<file path="src/rtl/mem_arbiter.sv">
// rtl/mem_arbiter.sv - single-port RAM arbiter between instruction fetch and data port
// Optional build macro MEMARB_FAIR_EN: alternate I/D grants under contention
// (default build: data side has strict priority).
module mem_arbiter #(
  parameter int WORD_W  = 32,
  parameter int ADDR_W  = 32,
  parameter int TIMEOUT = 255
) (
  input  logic              CLK,
  input  logic              RST,
  input  logic              iREN,
  input  logic [ADDR_W-1:0] iaddr,
  output logic              iwait,
  output logic [WORD_W-1:0] iload,
  input  logic              dREN,
  input  logic              dWEN,
  input  logic [ADDR_W-1:0] daddr,
  input  logic [WORD_W-1:0] dstore,
  output logic              dwait,
  output logic [WORD_W-1:0] dload,
  output logic              ramREN,
  output logic              ramWEN,
  output logic [ADDR_W-1:0] ramaddr,
  output logic [WORD_W-1:0] ramstore,
  input  logic [WORD_W-1:0] ramload,
  input  logic              ramready,
  output logic              err
);

  typedef enum logic [2:0] {IDLE, GNT_I, GNT_D, DONE_I, DONE_D} state_t;

  localparam logic [15:0] CNT_LAST = 16'(TIMEOUT - 1);

  state_t            state_q;
  logic [ADDR_W-1:0] addr_q;
  logic [WORD_W-1:0] store_q;
  logic              wr_q;
  logic              ren_q;
  logic              wen_q;
  logic [WORD_W-1:0] iload_q;
  logic [WORD_W-1:0] dload_q;
  logic              err_q;
  logic [15:0]       cnt_q;
  logic [15:0]       cnt_d;
  logic              to_hit;
  logic              ireq;
  logic              dreq;
  logic              pick_d;

  assign ireq = iREN;
  assign dreq = dREN | dWEN;

`ifdef MEMARB_FAIR_EN
  logic last_d_q;

  // Under contention the side that did not win last time gets the grant.
  assign pick_d = dreq & (~ireq | ~last_d_q);

  // Remember which side was granted most recently (0 = instruction).
  always_ff @(posedge CLK) begin
    if (RST) begin
      last_d_q <= 1'b0;
    end else if (state_q == IDLE) begin
      if (pick_d) begin
        last_d_q <= 1'b1;
      end else if (ireq) begin
        last_d_q <= 1'b0;
      end
    end
  end
`else
  assign pick_d = dreq;
`endif

  // Timeout bookkeeping for the grant states.
  always_comb begin
    cnt_d  = cnt_q + 16'd1;
    to_hit = (cnt_q == CNT_LAST);
  end

  // Completion is visible only in the single DONE cycle of the matching side.
  assign iwait = ireq & (state_q != DONE_I);
  assign dwait = dreq & (state_q != DONE_D);

  assign iload    = iload_q;
  assign dload    = dload_q;
  assign ramREN   = ren_q;
  assign ramWEN   = wen_q;
  assign ramaddr  = addr_q;
  assign ramstore = store_q;
  assign err      = err_q;

  // Arbitration FSM; RAM strobes and load data are registered here.
  always_ff @(posedge CLK) begin
    if (RST) begin
      state_q <= IDLE;
      addr_q  <= '0;
      store_q <= '0;
      wr_q    <= 1'b0;
      ren_q   <= 1'b0;
      wen_q   <= 1'b0;
      iload_q <= '0;
      dload_q <= '0;
      err_q   <= 1'b0;
      cnt_q   <= '0;
    end else begin
      err_q <= 1'b0;
      case (state_q)
        IDLE: begin
          if (pick_d) begin
            addr_q  <= daddr;
            store_q <= dstore;
            wr_q    <= dWEN;
            ren_q   <= ~dWEN;
            wen_q   <= dWEN;
            cnt_q   <= '0;
            state_q <= GNT_D;
          end else if (ireq) begin
            addr_q  <= iaddr;
            wr_q    <= 1'b0;
            ren_q   <= 1'b1;
            wen_q   <= 1'b0;
            cnt_q   <= '0;
            state_q <= GNT_I;
          end
        end
        GNT_I, GNT_D: begin
          if (ramready || to_hit) begin
            ren_q   <= 1'b0;
            wen_q   <= 1'b0;
            cnt_q   <= '0;
            // A stuck RAM completes with zero read data and an error pulse.
            err_q   <= ~ramready;
            if (state_q == GNT_I) begin
              iload_q <= ramready ? ramload : '0;
              state_q <= DONE_I;
            end else begin
              if (!wr_q) begin
                dload_q <= ramready ? ramload : '0;
              end
              state_q <= DONE_D;
            end
          end else begin
            cnt_q <= cnt_d;
          end
        end
        default: begin
          state_q <= IDLE;
        end
      endcase
    end
  end

endmodule

</file>
<file path="config.mk">
export PLATFORM = sky130hd
export DESIGN_NAME = mem_arbiter
export DESIGN_NICKNAME = d
export VERILOG_FILES = /design/src/rtl/mem_arbiter.sv
export SDC_FILE = /design/constraint.sdc
export NUM_CORES = 1
export LEC_CHECK = 0
export CORE_MARGIN = 2
export CORE_UTILIZATION = 38
export CTS_CLUSTER_DIAMETER = 120
export CTS_CLUSTER_SIZE = 40
export DETAILED_ROUTE_END_ITERATION = 10
export PLACE_DENSITY_LB_ADDON = 0.1
export SLEW_MARGIN = 20
export SYNTH_ARGS = -nofsm -noshare
export SYNTH_HDL_FRONTEND = slang
export SYNTH_SLANG_ARGS = --single-unit
</file>
<file path="constraint.sdc">
create_clock -name CLK -period 2.25 [get_ports CLK]
set_clock_uncertainty 0.2 [all_clocks]
set_input_delay 0.5625 -clock CLK [delete_from_list [all_inputs] [get_ports CLK]]
set_output_delay 0.5625 -clock CLK [all_outputs]
set_load 0.01 [all_outputs]
</file>
# Yosys cells after proc, flatten, opt, wreduce, memory -nomap -nowiden
# Index checks and enable logic that the tools add are counted.
# totals
regBits	151
inputBits	134
output_inout_bits	133
elab_cells	59
# op_classes
n_addsub	1
n_eq_ne	7
muxes	19
n_bitwise	9
reduce_logical	13
# ops
operator	count
32-bit two-way mux	3
16-bit two-way mux	3
16-bit case mux with 2 select lines	1
16-bit by 1-bit adder with 16-bit output (second input constant)	1
16-bit by 8-bit equality test with 1-bit output (second input constant)	1
3-bit two-way mux	4
2-bit AND reduction	4
3-bit != test (second input constant)	2
1-bit NOT	6
3-bit case mux with 2 select lines	1
3-bit AND reduction	2
1-bit two-way mux	5
1-bit case mux with 2 select lines	2
4-bit AND reduction	1
2-bit nonzero test	2
3-bit by 1-bit equality test with 1-bit output (second input constant)	1
3-bit by 2-bit equality test with 1-bit output (second input constant)	1
3-bit zero test	1
3-bit by 2-bit != test with 1-bit output (second input constant)	1
3-bit OR reduction	1
1-bit bitwise AND	2
2-bit != test (second input constant)	1
2-bit OR reduction	1
1-bit logical OR	1
1-bit bitwise OR	1

# Longest topological paths before layout
# logic_depth
depth_word	4
depth_mapped	8
depth_no_buf	6

# Worst setup path after synthesis
# Ideal clock, no wire load.
# synth_path
path_kind	input port to flip-flop
from	in dREN
to	reg cnt_q[10]
setup_ns	0.080
arrival_time_ns	2.041
t_required_ns	1.970
setup_slack_ns	-0.071
stages	7
n_path_buf	3
path_cell_list	clkbuf_1 > nor3_1 > a21oi_1 > or2_2 > clkbuf_1 > clkbuf_1 > a22oi_1
# synth_between
elab_chain_cells	3
word_cells_on_any_way	5
classes_between	eq/ne (1); mux (2); bitwise (1); reduce/logical (1)
# synth_rtl
item	line	rtl
start: declaration	15	input logic dREN,
1-bit bitwise OR (*)	51	assign dreq = dREN | dWEN;
16-bit two-way mux / 3-bit != test (equally long branches)	-	
16-bit case mux with 2 select lines / 2-bit AND reduction (equally long branches)	-	
end signal: assignment	144	cnt_q <= cnt_d;
end: declaration	43	logic [15:0] cnt_q;
# Mark *: on every way between the ends. The rest lies on a longest branch, timed or not.
# A chain may end at the register's enable or synchronous reset.

# Worst setup path after layout
# layout_path
from	reg cnt_q[12]
to	reg dload_q[27], in the netlist dload[27]
# layout_between
elab_chain_cells	3
# layout_rtl
item	line	rtl
16-bit by 8-bit equality test with 1-bit output	78	to_hit = (cnt_q == CNT_LAST);
1-bit logical OR	128	if (ramready || to_hit) begin
4-bit AND reduction (no line)	-	
end signal: assignment	139	dload_q <= ramready ? ramload : '0;
end: declaration	41	logic [WORD_W-1:0] dload_q;
# No other way between the ends.

==> qor.csv <==
metric,value,unit
status,finished with violations,
failing checks,setup timing,
Core Rows,46,
CP max-delay cell,or4_4,
DRC,0,
"FF+latch count, synth",151,
average wire per standard cell,18.2,um
max-cap viol count,0,
Worst path most repeated cell,or4_4,
DP Area,9240,um^2
post-synth cell types,43,
RSZ-0062 raised after global routing,true,
"slowest stage delay, CP",570,ps
R2R depth,6,
Fin Setup TNS,-6850,ps
Lkg Pwr,3.47,nW
Place WS,-541,ps
ratio of total power to cell area,711,nW/um^2
critical path launch point type,register,
worst-skew pair later-pin latency,420,ps
Post-Syn Area per Cell,8.57,um^2
fill count,1355,
DR iter-0 viols,384,
post-synthesis sequential area ratio,0.484,
"Core Util, Final",0.634,
async set or reset register ratio after synthesis,0,
Synth area leader,dfxtp_1,
final WL,21900,um
worst hold path class,in -> reg,
Final Power,7.21,mW
first-pass GRT wire length,33900,um
finished layout cell area,10100,um^2
R2R setup slack,-110,ps
largest cells by area after synthesis,"dfxtp_1 (48%), a311oi_1 (13%), nand2_1 (8.2%)",
WP data arrival,2420,ps
DIE AREA,17500,um^2
area grow syn2layout,62.4,%
share of the synthesized area in the top cell type,0.484,
final worst setup slack,-112,ps
Yosys warning count,0,
CTS H-Tree Depth,4,
CTS tree,done,
Hold WS,196,ps
CP Class,reg -> reg,
Placed Cells,1164,
post-DR vias/cell,5.67,
mapped cell area,6250,um^2
reg-to-reg critical path endpoint,dload[27],
multi-input logic area,3030,um^2
post-synth net total,865,
Detail Route Antenna Nets,0,
Initial Util,0.390,
Slew @ Worst Pin,927,ps
cts hold-fix bufs,0,
Critical path origin,cnt_q[12],
# clock sinks,151,
Root Buffer,clkbuf_16,
r2r startpoint,cnt_q[12],
Final Critical Period,2360,ps
nets@finish,1113,
"critical path, cell by cell",or4_4 -> or4_4 -> o21ai_4 -> buf_12 -> clkbuf_16 -> a311oi_1,
Max Slew Vio Count,0,
Cells after Synth,729,
initial antenna violation count,1,
Worst setup endpoint,dload[27],
final hold violation count,0,
CTS Buf Count,17,
fmax,0.423,GHz
Peak VDD IR,0.681,mV
Post-DP HPWL,14500,um
clk buf depth,2,
core area,16000,um^2
Post-synth EDFFs,0,
chip height,132,um
"Remaining Overflow, GRT",0,
Layout Cells excl Fill,1207,
clock slew at reported path FFs,60,ps
top_reg_cell synth,dfxtp_1,
Critical Path RT,2310,ps
port bufs,266,
first drt pass iteration count,5,
global placement routability congestion,0.793,
setup violators final,85,
GRT Overall Usage,0.237,
share of post-route cells with drive strength above 1,0.115,
Slew headroom,0.382,
I/O pins,267,
Vias,6839,
Die W,132,um
Tcrit/Tclk final,1.05,
critical-path maximum fanout,8,
largest net degree at the start of global routing,85,
Reg area,3030,um^2
CP Capture Type,register,
vias in the first global route,6602,
## synthesized netlist by cell type (2+ instances only)
cell type / n
xnor2_1: 2
or3_1: 8
clkbuf_1: 65
a31oi_1: 64
o21ai_2: 2
nand4_1: 3
nand2_1: 136
nor3_1: 3
o211ai_1: 2
nor2b_1: 3
and2_1: 2
a21oi_1: 39
nand2b_1: 2
inv_1: 5
nor3b_1: 2
buf_4: 3
dfxtp_1: 151
nand3_1: 6
nor4_1: 2
a211o_1: 3
a311oi_1: 96
o31ai_1: 5
or4_1: 7
buf_1: 6
o311ai_0: 2
ha_1: 2
xor2_1: 2
and3_1: 2
o21ai_0: 39
nor2_1: 36
buf_2: 6
a22oi_1: 12
## routing by layer
metal	vias up	track usage	share of wire
li1	3256	-	-
met1	3256	0.285	0.42
met2	283	0.399	0.48
met3	44	0.0654	0.070
met4	0	0.103	0.030
met5	-	0	0
## layout by cell type (no fill, tap or decap), types with 3 or more instances in the layout
cell,Yosys,routed
buf_6,1,3
buf_12,0,8
nor2_1,36,34
or3_1,8,8
dfxtp_1,151,148
clkinvlp_4,0,4
dlygate4sd2_1,0,3
nand4_1,3,3
nand3_1,6,6
inv_1,5,5
clkdlybuf4s50_1,0,259
a21oi_1,39,36
clkbuf_16,0,21
a21oi_2,0,3
dfxtp_2,0,3
nand2_1,136,136
o31ai_1,5,5
a22oi_2,0,12
a31oi_1,64,64
o21ai_0,39,39
buf_4,3,25
a311oi_1,96,94
or4_1,7,6
a211o_1,3,3
inv_6,0,4
## where the power goes
| group | total, mW | switching (mW) | internal [mW] |
|---|---|---|---|
| combinational | 1.42 | 0.682 | 0.743 |
| clock | 2.85 | 1.17 | 1.67 |
| sequential | 2.94 | 0.0933 | 2.84 |
## flip-flops by register name (all words and copies together) (netlist names)
name and cells:
cnt_q 16, ramREN 1, dload 32, ramaddr 32, wr_q 1, err 1
ramWEN 1, state_q 3, iload 32, ramstore 32
## critical path: cells and delay by family, from the launching register on
family / cells / cell delay [ps]
simple gates: 2 / 1100
buf+inv: 2 / 350
flops: 1 / 320
compound gates: 2 / 240
## cell families (layout without fill, tap and decap cells)
kind of cell	Yosys count	in the layout	synth area share
flip-flops	151	151	0.484
adder cells (fa/ha/maj)	2	2	0.00401
AND/OR/NAND/NOR	216	217	0.149
buffers and inverters	86	346	0.0559
XOR/XNOR	4	4	0.00561
AO/OA/AOI/OAI	270	270	0.301
other	0	1	0
## worst min path at each step
stage / startpoint / end / slack, ps / cells past startpoint
5_1_grt: RST / wr_q / 190 / 2
4_1_cts: RST / wr_q / 170 / 2
2_1_floorplan: wr_q / wr_q / 240 / 2
3_5_place_dp: ramstore[30] / ramstore[30] / 250 / 2
3_3_place_gp: ramstore[18] / ramstore[18] / 240 / 2
6_report: RST / wr_q / 200 / 2
## layout make-up
type                       count  share of cell area
timing repair buffer         309               0.317
clock buffer                  19              0.0437
clock inverter                13              0.0142
multi-input combinational    493               0.298
tap                          216              0.0266
inverter                       5             0.00185
sequential                   151               0.298
antenna                        1            0.000247
## repair_timing
item,in CTS,in global routing
endpoints found under the hold margin,0,0
gates cloned,2,6
pin swaps,2,9
setup buffers,4,0
setup endpoints to repair,75,89
resized for setup,18,29
Power figures use the tool's default switching activity.
